$ cat config.mk
export PLATFORM = sky130hd
export DESIGN_NAME = audio_nios_onchip_mem_arbiter
export DESIGN_NICKNAME = d
export VERILOG_FILES = /design/src/rtl/audio_nios_mem_pkg.sv /design/src/rtl/audio_nios_mem_arb_grant.sv /design/src/rtl/audio_nios_onchip_mem_arbiter.sv
export SDC_FILE = /design/constraint.sdc
export NUM_CORES = 1
export LEC_CHECK = 0
export ABC_AREA = 1
export ABC_CLOCK_PERIOD_IN_PS = 2500
export BUFFER_PORTS_ARGS = -buffer_cell sky130_fd_sc_hd__buf_2
export CORE_AREA = 4 4 104 106
export CTS_CLUSTER_DIAMETER = 60
export DETAILED_ROUTE_END_ITERATION = 8
export DIE_AREA = 0 0 108 110
export PLACE_DENSITY = 0.65
export SLEW_MARGIN = 10
export SYNTH_ARGS = -nofsm -noshare
export SYNTH_HDL_FRONTEND = slang
export SYNTH_HIERARCHICAL = 1
export SYNTH_SLANG_ARGS = --single-unit
$ cat constraint.sdc
create_clock -name clk -period 2.5 [get_ports clk]
set_clock_uncertainty 0.05 [all_clocks]
set_input_delay 0 -clock clk [delete_from_list [all_inputs] [get_ports clk]]
set_output_delay 0 -clock clk [all_outputs]
set_load 0.005 [all_outputs]
$ cat src/rtl/audio_nios_mem_pkg.sv
`default_nettype none
// ==========================================================================
// audio_nios_mem_pkg - shared constants and last-grant type for the on-chip
// memory arbiter. Build macro: AUDIO_NIOS_MEM_ARB_RR_EN.     Revision: 1.0
// ==========================================================================
package audio_nios_mem_pkg;

  localparam int unsigned MEM_DEPTH = 51200;
  localparam int unsigned DATA_W    = 32;
  localparam int unsigned BE_W      = 4;

`ifdef AUDIO_NIOS_MEM_ARB_RR_EN
  localparam bit ARB_RR_EN = 1'b1;
`else
  localparam bit ARB_RR_EN = 1'b0;
`endif

  typedef enum logic {
    LAST_M0 = 1'b0,
    LAST_M1 = 1'b1
  } last_grant_e;

  // m1 only takes a contended cycle under round-robin, after m0 was served last.
  function automatic logic m1_wins_conflict(input last_grant_e last);
    return ARB_RR_EN && (last == LAST_M0);
  endfunction

endpackage
`default_nettype wire

$ cat src/rtl/audio_nios_mem_arb_grant.sv
`default_nettype none
// ==========================================================================
// audio_nios_mem_arb_grant - two-way grant selector with last-grant state.
// Build macro: AUDIO_NIOS_MEM_ARB_RR_EN.                      Revision: 1.0
// ==========================================================================
module audio_nios_mem_arb_grant
  import audio_nios_mem_pkg::*;
(
  input  logic clk,
  input  logic reset,
  input  logic req0_i,
  input  logic req1_i,
  output logic gnt0_o,
  output logic gnt1_o
);

  last_grant_e last_q;
  logic        w_m1_wins;

  assign w_m1_wins = m1_wins_conflict(last_q);

  always_comb begin
    gnt0_o = 1'b0;
    gnt1_o = 1'b0;
    if (!reset) begin
      gnt0_o = req0_i && !(req1_i && w_m1_wins);
      gnt1_o = req1_i && (!req0_i || w_m1_wins);
    end
  end

  always_ff @(posedge clk) begin
    if (reset) begin
      last_q <= LAST_M1;
    end else if (gnt0_o) begin
      last_q <= LAST_M0;
    end else if (gnt1_o) begin
      last_q <= LAST_M1;
    end
  end

endmodule
`default_nettype wire

$ cat src/rtl/audio_nios_onchip_mem_arbiter.sv
`default_nettype none
// ==========================================================================
// audio_nios_onchip_mem_arbiter - shares one on-chip RAM port between the CPU
// (m0) and audio DMA (m1). Build macro: AUDIO_NIOS_MEM_ARB_RR_EN. Rev: 1.0
// ==========================================================================
module audio_nios_onchip_mem_arbiter
  import audio_nios_mem_pkg::*;
#(
  parameter int unsigned DEPTH  = MEM_DEPTH,
  parameter int unsigned ADDR_W = 16
) (
  input  logic              clk,
  input  logic              reset,

  input  logic [ADDR_W-1:0] m0_address,
  input  logic [BE_W-1:0]   m0_byteenable,
  input  logic              m0_read,
  input  logic              m0_write,
  input  logic [DATA_W-1:0] m0_writedata,
  output logic              m0_waitrequest,
  output logic [DATA_W-1:0] m0_readdata,
  output logic              m0_readdatavalid,

  input  logic [ADDR_W-1:0] m1_address,
  input  logic [BE_W-1:0]   m1_byteenable,
  input  logic              m1_read,
  input  logic              m1_write,
  input  logic [DATA_W-1:0] m1_writedata,
  output logic              m1_waitrequest,
  output logic [DATA_W-1:0] m1_readdata,
  output logic              m1_readdatavalid,

  output logic [ADDR_W-1:0] mem_address,
  output logic [BE_W-1:0]   mem_byteenable,
  output logic              mem_chipselect,
  output logic              mem_write,
  output logic [DATA_W-1:0] mem_writedata,
  output logic              mem_clken,
  input  logic [DATA_W-1:0] mem_readdata,

  output logic [7:0]        err_count
);

  logic              w_req0, w_req1;
  logic              w_gnt0, w_gnt1, w_any;
  logic              w_wr, w_in_range;
  logic [DATA_W-1:0] w_rdata;
  logic              rv0_q, rv1_q, oor_q;
  logic [7:0]        err_q, err_d;

  assign w_req0 = m0_read | m0_write;
  assign w_req1 = m1_read | m1_write;

  audio_nios_mem_arb_grant u_grant (
    .clk    (clk),
    .reset  (reset),
    .req0_i (w_req0),
    .req1_i (w_req1),
    .gnt0_o (w_gnt0),
    .gnt1_o (w_gnt1)
  );

  assign w_any = w_gnt0 | w_gnt1;

  // Read+write together counts as a write, so the write strobe alone decides.
  assign w_wr           = w_gnt1 ? m1_write      : m0_write;
  assign mem_address    = w_gnt1 ? m1_address    : m0_address;
  assign mem_byteenable = w_gnt1 ? m1_byteenable : m0_byteenable;
  assign mem_writedata  = w_gnt1 ? m1_writedata  : m0_writedata;
  assign w_in_range     = 32'(mem_address) < 32'(DEPTH);

  assign mem_chipselect = w_any & w_in_range;
  assign mem_write      = mem_chipselect & w_wr;
  assign mem_clken      = ~reset;

  assign m0_waitrequest = reset | (w_req0 & ~w_gnt0);
  assign m1_waitrequest = reset | (w_req1 & ~w_gnt1);

  always_comb begin
    err_d = err_q;
    if (w_any && !w_in_range && (err_q != 8'hFF)) begin
      err_d = err_q + 8'd1;
    end
  end

  always_ff @(posedge clk) begin
    if (reset) begin
      rv0_q <= 1'b0;
      rv1_q <= 1'b0;
      oor_q <= 1'b0;
      err_q <= 8'd0;
    end else begin
      rv0_q <= w_gnt0 & ~m0_write;
      rv1_q <= w_gnt1 & ~m1_write;
      oor_q <= ~w_in_range;
      err_q <= err_d;
    end
  end

  // Reset gating keeps a read accepted just before reset from returning data.
  assign w_rdata          = oor_q ? '0 : mem_readdata;
  assign m0_readdata      = w_rdata;
  assign m1_readdata      = w_rdata;
  assign m0_readdatavalid = rv0_q & ~reset;
  assign m1_readdatavalid = rv1_q & ~reset;
  assign err_count        = reset ? 8'd0 : err_q;

endmodule
`default_nettype wire

==> results of run 1 <==
## cells in the mapped netlist (all sizes together)
| cell type | instances | area share [%] |
|---|---|---|
| a21oi | 7 | 2.0 |
| nand3 | 4 | 1.9 |
| xor2 | 2 | 0.91 |
| clkbuf | 9 | 1.7 |
| nand4 | 5 | 1.6 |
| or2 | 1 | 0.32 |
| ha | 1 | 0.65 |
| buf | 39 | 14 |
| nand2 | 184 | 37 |
| inv | 64 | 12 |
| dfxtp | 11 | 11 |
| o21ai | 7 | 2.0 |
| nor2 | 61 | 13 |
## layer usage
| layer | GRT usage, % | routed length (um) |
|---|---|---|
| met1 | 14.9 | 3300 |
| met3 | 2.56 | 996 |
| met5 | 0 | 0 |
| met2 | 25.0 | 4640 |
| met4 | 2.43 | 27 |
## what timing repair did
item | 4_1_cts | 5_1_grt
hold buffers | 1 | 0
hold endpoints to repair | 1 | 0
endpoints found under the setup margin | 0 | 1
## sequential cells by signal (all words and copies together) (netlist names)
signal	flops
rv0_q	1
err_q	8
rv1_q	1
oor_q	1
## critical path: stages
cell	delay, ns
dlygate4sd3_1	0.53
buf_2	0.14
nor2_1	0.14
inv_1	0.07
inv_2	0.06
nand2_2	0.08
nor2_4	0.27
inv_2	0.17
nand2_1	0.13
nand2_4	0.08
nor2_8	0.15
nand2_4	0.07
nand2_1	0.08
nor2_1	0.04
buf_2	0.14
## cells by family after synthesis
logic type | count (synthesis)
XOR/XNOR | 2
flip-flops | 11
adder cells (fa/ha/maj) | 1
AO/OA/AOI/OAI | 14
buffers and inverters | 112
AND/OR/NAND/NOR | 255
## placed cells by master (no fill, tap or decap), types with 3 or more instances in the layout
master and n:
a21oi_1 6, buf_2 272, buf_4 3, clkbuf_8 3, dfxtp_1 11, inv_1 62
nand2_1 176, nand2_2 6, nand4_1 5, nor2_1 57, o21ai_0 4
## worst max-delay path by stage
stage,from,endpoint
after floorplan,err_q[0],err_q[0]
after global placement,m0_write,err_q[0]
after detailed placement,m0_write,err_q[0]
after CTS,m0_write,mem_write
after global routing,m0_write,mem_write
final,m0_write,mem_write
## metrics by stage
step	power [uW]	cell area, um^2
finish	817	3240
global route	891	3240
CTS	833	3230
detailed placement	655	3180
global placement	654	3180
floorplan	420	1930
## report_power, final
group,switching (uW),internal (uW)
clock,61.0,111
combinational,232,225
sequential,8.13,180
## final cells by class
| type | count | area (um^2) | area share (%) |
|---|---|---|---|
| clock buffer | 4 | 45.0 | 1.39 |
| inverter | 64 | 240 | 7.42 |
| multi-input combinational | 273 | 1170 | 36.2 |
| sequential | 11 | 220 | 6.80 |
| tap | 133 | 166 | 5.14 |
| timing repair buffer | 276 | 1390 | 43.0 |
==> impl_metrics.ini, run 1 <==
[clock_tree]
clockBufferDepth = 2
cts_tree = yes
post_cts_buffers = 0
numCtsBuffers = 3
cts_sinks = 11
cts_root_buffer = clkbuf_8
htreeDepth = 1
clk_pin_slew_ns = 0.05
insertion_delay_ns = 0.23
post_cts_resized = 0

[floorplan]
dieArea_um2 = 11900
rows = 36
top_level_ports = 273
fp.dieH_um = 110
start_util_pct = 19.8
core_area_um2 = 9770
fp.dieW_um = 108

[layout]
nFillCells = 1154
final_core_util_pct = 33.1
num_antenna_cells = 0
fin_cells = 761
drive_gt1_share_pct = 47.5
area_delta_synth_final_pct = 67.4
finalNetCount = 772

[synth]
ys_ff_latch = 11
synth_nets = 538
synthesis.area_um2 = 1930
yosysSeqAreaShare_pct = 11.4
synth-simple-area-share_pct = 54.5
synthCells = 395
synth_top_family_by_area = simple AND/OR/NAND/NOR gates
synth_xor_area_share_pct = 0.906
yosysWarnings = 6
ys_types = 27
synthAdderAreaFrac_pct = 0.647
synth_compound_area_share_pct = 4.01
synthMuxAreaShare_pct = 0
synth.avg_cell_area_um2 = 4.90

[grt]
grt_use_total_pct = 13.0
antenna_found_initial = 0
grt_max_degree = 43
grt_pass1_vias = 2594
overflow = 0
grt_pass1_wl_um = 12300

[sta]
worst_pin_slew_ns = 0.746
fin_crit_sh_pct = 87.9
slew_violations = 0
max_clock_freq_mhz = 455
slew-limit-headroom_pct = 50.2
holdWs_ns = 0.00553
hold_viol = 0
rsz0062_at_grt = no
period_needed_ns = 2.20
setup_ws_ns = 0.304
tns_ns = 0
setup-violations-final = 0

[worst_hold_path]
holdPathEnd = rv1_q
hold_class = input port to register
min_from = m1_write
whs_path_depth = 4

[route]
drc = 0
antenna_left = 0
post_drt_wl_per_cell_um = 11.8
avgViaCountPerCell = 3.91
vias = 2973
drt-initial-drc-count = 91
drtPass1Iterations = 4
finalWirelength_um = 8960

[placed_design]
place_inst = 755
dpl.hpwl_um = 8070
portBuffers = 272
gp_congestion = 0.818
place_ws_ns = 0.510

[worst_setup_path]
reg2reg_depth = 7
critPathKind = input port to output port
r2r-start = err_q[0]
cp.required_ns = 2.45
r2r_setup_slack_ns = 0.98
rr_endpoint = err_q[0]
cp_max_fo = 12
cp-end-kind = output port
crit_path_start_kind = input port
worstPathArrival_ns = 2.15

[status]
status = complete, no violations

[pwr]
power_density_nw_per_um2 = 252
irDropWorstVdd_mv = 0.118
p_leak_uw = 0.00221

[flow_run]
cap_viol_max_count = 0
Power figures use the tool's default switching activity.
==> inputs of run 2 (changes only) <==
CTS_BUF_LIST = sky130_fd_sc_hd__clkbuf_4   (was unset)
==> run 2 against run 1 <==
Effect of this change:
- register-to-register slack is essentially flat
- via count is 0.24% higher
- final area decreased by 0.15%
- sequential power barely moved
- wire length increased by 0.26%
- die area did not move
- worst hold slack gained 0.12 ns
- sequential cell count did not move
- largest power group unchanged
==> impl_metrics.ini, run 2 (same netlist as run 1, synthesis figures left out) <==
[floorplan]
start_util_pct = 19.8
fp.dieW_um = 108
dieArea_um2 = 11900
top_level_ports = 273
core_area_um2 = 9770
rows = 36
fp.dieH_um = 110

[clock_tree]
post_cts_resized = 0
insertion_delay_ns = 0.27
clockBufferDepth = 2
post_cts_buffers = 0
htreeDepth = 1
cts_tree = yes
cts_root_buffer = clkbuf_4
cts_sinks = 11
numCtsBuffers = 3
clk_pin_slew_ns = 0.06

[pwr]
pwr-share-clk_pct = 16.8
total_power_uw = 776
p_leak_uw = 0.00221
internal-power_uw = 478
comb_power_share_pct = 59.1
pwr-share-seq_pct = 24.1
swShare_pct = 38.4
p_switching_uw = 298
irDropWorstVdd_mv = 0.0904
power_density_nw_per_um2 = 240

[placed_design]
gp_congestion = 0.818
place_inst = 755
dpl.hpwl_um = 8070
portBuffers = 272
placed_cell_area_um2 = 3180

[layout]
area_delta_synth_final_pct = 67.1
multi_input_comb_area_um2 = 1170
drive_gt1_share_pct = 47.5
nFillCells = 1149
fin_cells = 762
mostFrequentLayoutCell = buf_2
final_cell_mix = buf_2, nand2_1, inv_1, nor2_1, dfxtp_1
final_cell_area_um2 = 3230
finalNetCount = 773
largest_reg_flops = 8
num_antenna_cells = 0
regMostFlops = err_q
seq_area_um2 = 220

[route]
avgViaCountPerCell = 3.91
vias = 2980
drc = 0
drt-initial-drc-count = 85
finalWirelength_um = 8980
antenna_left = 0
post_drt_wl_per_cell_um = 11.8
drtPass1Iterations = 4

[worst_setup_path]
cp-end-kind = output port
crit_buf_inv = 6
worstPathArrival_ns = 2.14
critPathKind = input port to output port
critPathMaxStageDelay_ns = 0.53
crit_chain = dlygate4sd3_1 -> buf_2 -> nor2_1 -> inv_1 -> inv_2 -> nand2_2 -> nor2_4 -> inv_2 -> nand2_1 -> nand2_4 -> nor2_8 -> nand2_4 -> nand2_1 -> nor2_1 -> buf_2
reg2reg_depth = 7
r2r-start = err_q[0]
cp.required_ns = 2.45
crit_family = buffers and inverters
cpMaxStageDelayCell = dlygate4sd3_1
r2r_setup_slack_ns = 0.98
rr_endpoint = err_q[1]
cp_max_fo = 12
crit_path_start_kind = input port

[grt]
grt_use_total_pct = 13.0
antenna_found_initial = 0
overflow = 0
grt_pass1_wl_um = 12300
grt_max_degree = 43
grt_pass1_vias = 2594

[sta]
slew_violations = 0
setup-violations-final = 0
hold_viol = 0
slew-limit-headroom_pct = 50.1
tns_ns = 0
worst_pin_slew_ns = 0.748
holdWs_ns = 0.126
fin_crit_sh_pct = 87.8
max_clock_freq_mhz = 456
rsz0062_at_grt = no
period_needed_ns = 2.19

[flow_run]
cap_viol_max_count = 0

[worst_hold_path]
min_from = reset
whs_path_depth = 2
hold_class = input port to register
holdPathEnd = oor_q

[status]
status = complete, no violations
run 2: cell types whose count changed in the layout (fill, tap and decap cells not counted):
cell	delta
clkbuf_1	-1
clkbuf_8	-3
dlygate4sd3_1	+1
clkbuf_4	+4
run 2: what timing repair did:
item                                    in CTS  in global routing
hold endpoints to repair                     2                  0
hold buffers                                 2                  0
endpoints found under the setup margin       0                  1
run 2: worst max path at each step:
| stage | depth (start not counted) | slack [ns] | end | startpoint |
|---|---|---|---|---|
| global route | 15 | 0.15 | mem_write | m0_write |
| global placement | 13 | 0.56 | err_q[0] | m0_write |
| floorplan | 7 | 1.14 | err_q[0] | err_q[0] |
| finish | 15 | 0.31 | mem_write | m0_write |
| detailed placement | 13 | 0.51 | err_q[0] | m0_write |
| CTS | 15 | 0.14 | mem_write | m0_write |
run 2: cell type report:
class / instances / share of cell area, %
clock buffer: 4 / 0.929
timing repair buffer: 277 / 43.4
multi-input combinational: 273 / 36.3
tap: 133 / 5.15
inverter: 64 / 7.43
sequential: 11 / 6.81
run 2: power by group through the flow:
stage / combinational (uW) / sequential (uW) / clock (uW)
finish: 459 / 187 / 130
global placement: 462 / 191 / 0
CTS: 467 / 187 / 136
global route: 515 / 188 / 142
floorplan: 234 / 186 / 0
detailed placement: 463 / 191 / 0
run 2: through the flow:
step	setup slack, ns	util [%]
4_1_cts	0.140	33.0
3_5_place_dp	0.510	32.5
5_1_grt	0.147	33.1
3_3_place_gp	0.557	32.5
2_1_floorplan	1.14	-
6_report	0.306	33.1
run 2: layer usage:
| layer | vias to the layer above | GRT usage (%) | share of wire (%) |
|---|---|---|---|
| met4 | 0 | 2.43 | 0.48 |
| met5 | - | 0 | 0 |
| met3 | 4 | 2.56 | 11 |
| met1 | 1231 | 14.9 | 37 |
| met2 | 168 | 25.0 | 52 |
| li1 | 1577 | - | - |
==> inputs of run 3 (changes only) <==
CORE_AREA = 2 2 105 107   (was 4 4 104 106)
DIE_AREA = 0 0 107 109   (was 0 0 108 110)
PLACE_DENSITY = 0.62   (was 0.65)
==> run 3 against run 2 <==
Effect of this change:
- core utilization shrank 2.2 points
- cell count grew 1.4%
- die area shrank 1.8%
- highest routed layer unchanged
==> impl_metrics.ini, run 3 (same netlist as run 1, synthesis figures left out) <==
[status]
status = complete, no violations

[grt]
grt_use_total_pct = 12.6
antenna_found_initial = 0
grt_max_degree = 48
overflow = 0
grt_pass1_vias = 2509
grt_pass1_wl_um = 11900

[clock_tree]
numCtsBuffers = 3
cts_tree = yes
cts_root_buffer = clkbuf_4
insertion_delay_ns = 0.26
cts_sinks = 11
htreeDepth = 1
clk_pin_slew_ns = 0.07
post_cts_resized = 0
clockBufferDepth = 2

[worst_setup_path]
critPathMaxStageDelay_ns = 0.53
cp_max_fo = 47
critPathKind = input port to output port
crit_chain = dlygate4sd3_1 -> buf_2 -> or2_2 -> nand2_2 -> nor2_4 -> inv_2 -> buf_4 -> nor2_1 -> inv_1 -> o21ai_0 -> nor2_1 -> buf_2
crit_family = buffers and inverters
worstPathArrival_ns = 2.15
cpMaxStageDelayCell = dlygate4sd3_1
crit_buf_inv = 6
cp.required_ns = 2.45
cp-end-kind = output port
crit_path_start_kind = input port

[pwr]
p_switching_uw = 294
swShare_pct = 37.9
irDropWorstVdd_mv = 0.0907
p_leak_uw = 0.00223
comb_power_share_pct = 59.9
internal-power_uw = 482
pwr-share-clk_pct = 16.7
power_density_nw_per_um2 = 237
pwr-share-seq_pct = 23.5
total_power_uw = 776

[sta]
worst_pin_slew_ns = 0.438
tns_ns = 0
hold_viol = 0
slew-limit-headroom_pct = 70.8
rsz0062_at_grt = no
slew_violations = 0
setup-violations-final = 0
max_clock_freq_mhz = 454
fin_crit_sh_pct = 88.1
period_needed_ns = 2.20
holdWs_ns = 0.175
setup_ws_ns = 0.297

[floorplan]
core_area_um2 = 10600
fp.dieW_um = 107
top_level_ports = 273
dieArea_um2 = 11700
fp.dieH_um = 109
rows = 38
start_util_pct = 18.2

[route]
post_drt_wl_per_cell_um = 10.5
avgViaCountPerCell = 3.83
vias = 2958
drtPass1Iterations = 4
finalWirelength_um = 8090
drt-initial-drc-count = 91
drc = 0
antenna_left = 0

[placed_design]
place_ws_ns = 0.701
dpl.hpwl_um = 7250
portBuffers = 272
gp_congestion = 0.794
placed_cell_area_um2 = 3190

[layout]
finalNetCount = 777
num_antenna_cells = 0
regMostFlops = err_q
final_cell_area_um2 = 3270
mostFrequentLayoutCell = buf_2
final_cell_mix = buf_2, nand2_1, inv_1, nor2_1, dfxtp_1
nFillCells = 1236
drive_gt1_share_pct = 47.9
largest_reg_flops = 8
area_delta_synth_final_pct = 69.2

[worst_hold_path]
hold_class = input port to register

[flow_run]
cap_viol_max_count = 0
## run 3: power groups by stage
stage / registers [uW] / logic [uW] / clock network (uW)
4_1_cts: 182 / 470 / 133
2_1_floorplan: 186 / 234 / 0
3_3_place_gp: 186 / 465 / 0
3_5_place_dp: 186 / 466 / 0
6_report: 182 / 464 / 129
5_1_grt: 182 / 525 / 144
## run 3: final cells by class
class / instances / area (um^2) / share of cell area (%)
clock buffers: 4 / 30.0 / 0.917
inverters: 64 / 240 / 7.34
multi-input cells: 272 / 1170 / 35.6
flip-flops and latches: 11 / 220 / 6.73
well taps: 140 / 175 / 5.35
repair buffers: 282 / 1440 / 44.0
## run 3: final timing paths
kind	start	slack, ns	cells after the start	to
worst min register to register	err_q[7]	0.45	2	err_q[7]
worst min-delay path	reset	0.17	3	oor_q
worst max-delay path	m1_write	0.30	12	mem_write
worst max register to register	err_q[0]	0.96	7	err_q[0]
## run 3: worst reg2reg max path: stages (launching register included)
cell	delay, ns
dfxtp_1	0.35
ha_1	0.24
nand2_2	0.10
nor2_2	0.06
a21oi_2	0.22
nand3_2	0.20
o21ai_1	0.18
nor2_1	0.05
## run 3: routing by layer
layer / vias to the layer above / share of wire, % / global-route usage (%)
met1: 1206 / 43 / 15.9
met3: 4 / 8.2 / 1.02
met5: - / 0 / 0
met4: 0 / 0.70 / 2.32
li1: 1585 / - / -
met2: 163 / 48 / 23.4
## run 3: per-stage QoR
stage / cells / util (%)
6_report: 773 / 30.9
5_1_grt: 773 / 30.9
4_1_cts: 769 / 30.6
3_5_place_dp: 763 / 30.1
3_3_place_gp: 763 / 30.1
2_1_floorplan: 395 / -
## run 3: timing repair
item	CTS	global route
endpoints found under the hold margin	2	0
buffers inserted	0	4
setup endpoints to repair	0	1
hold buffers	2	0
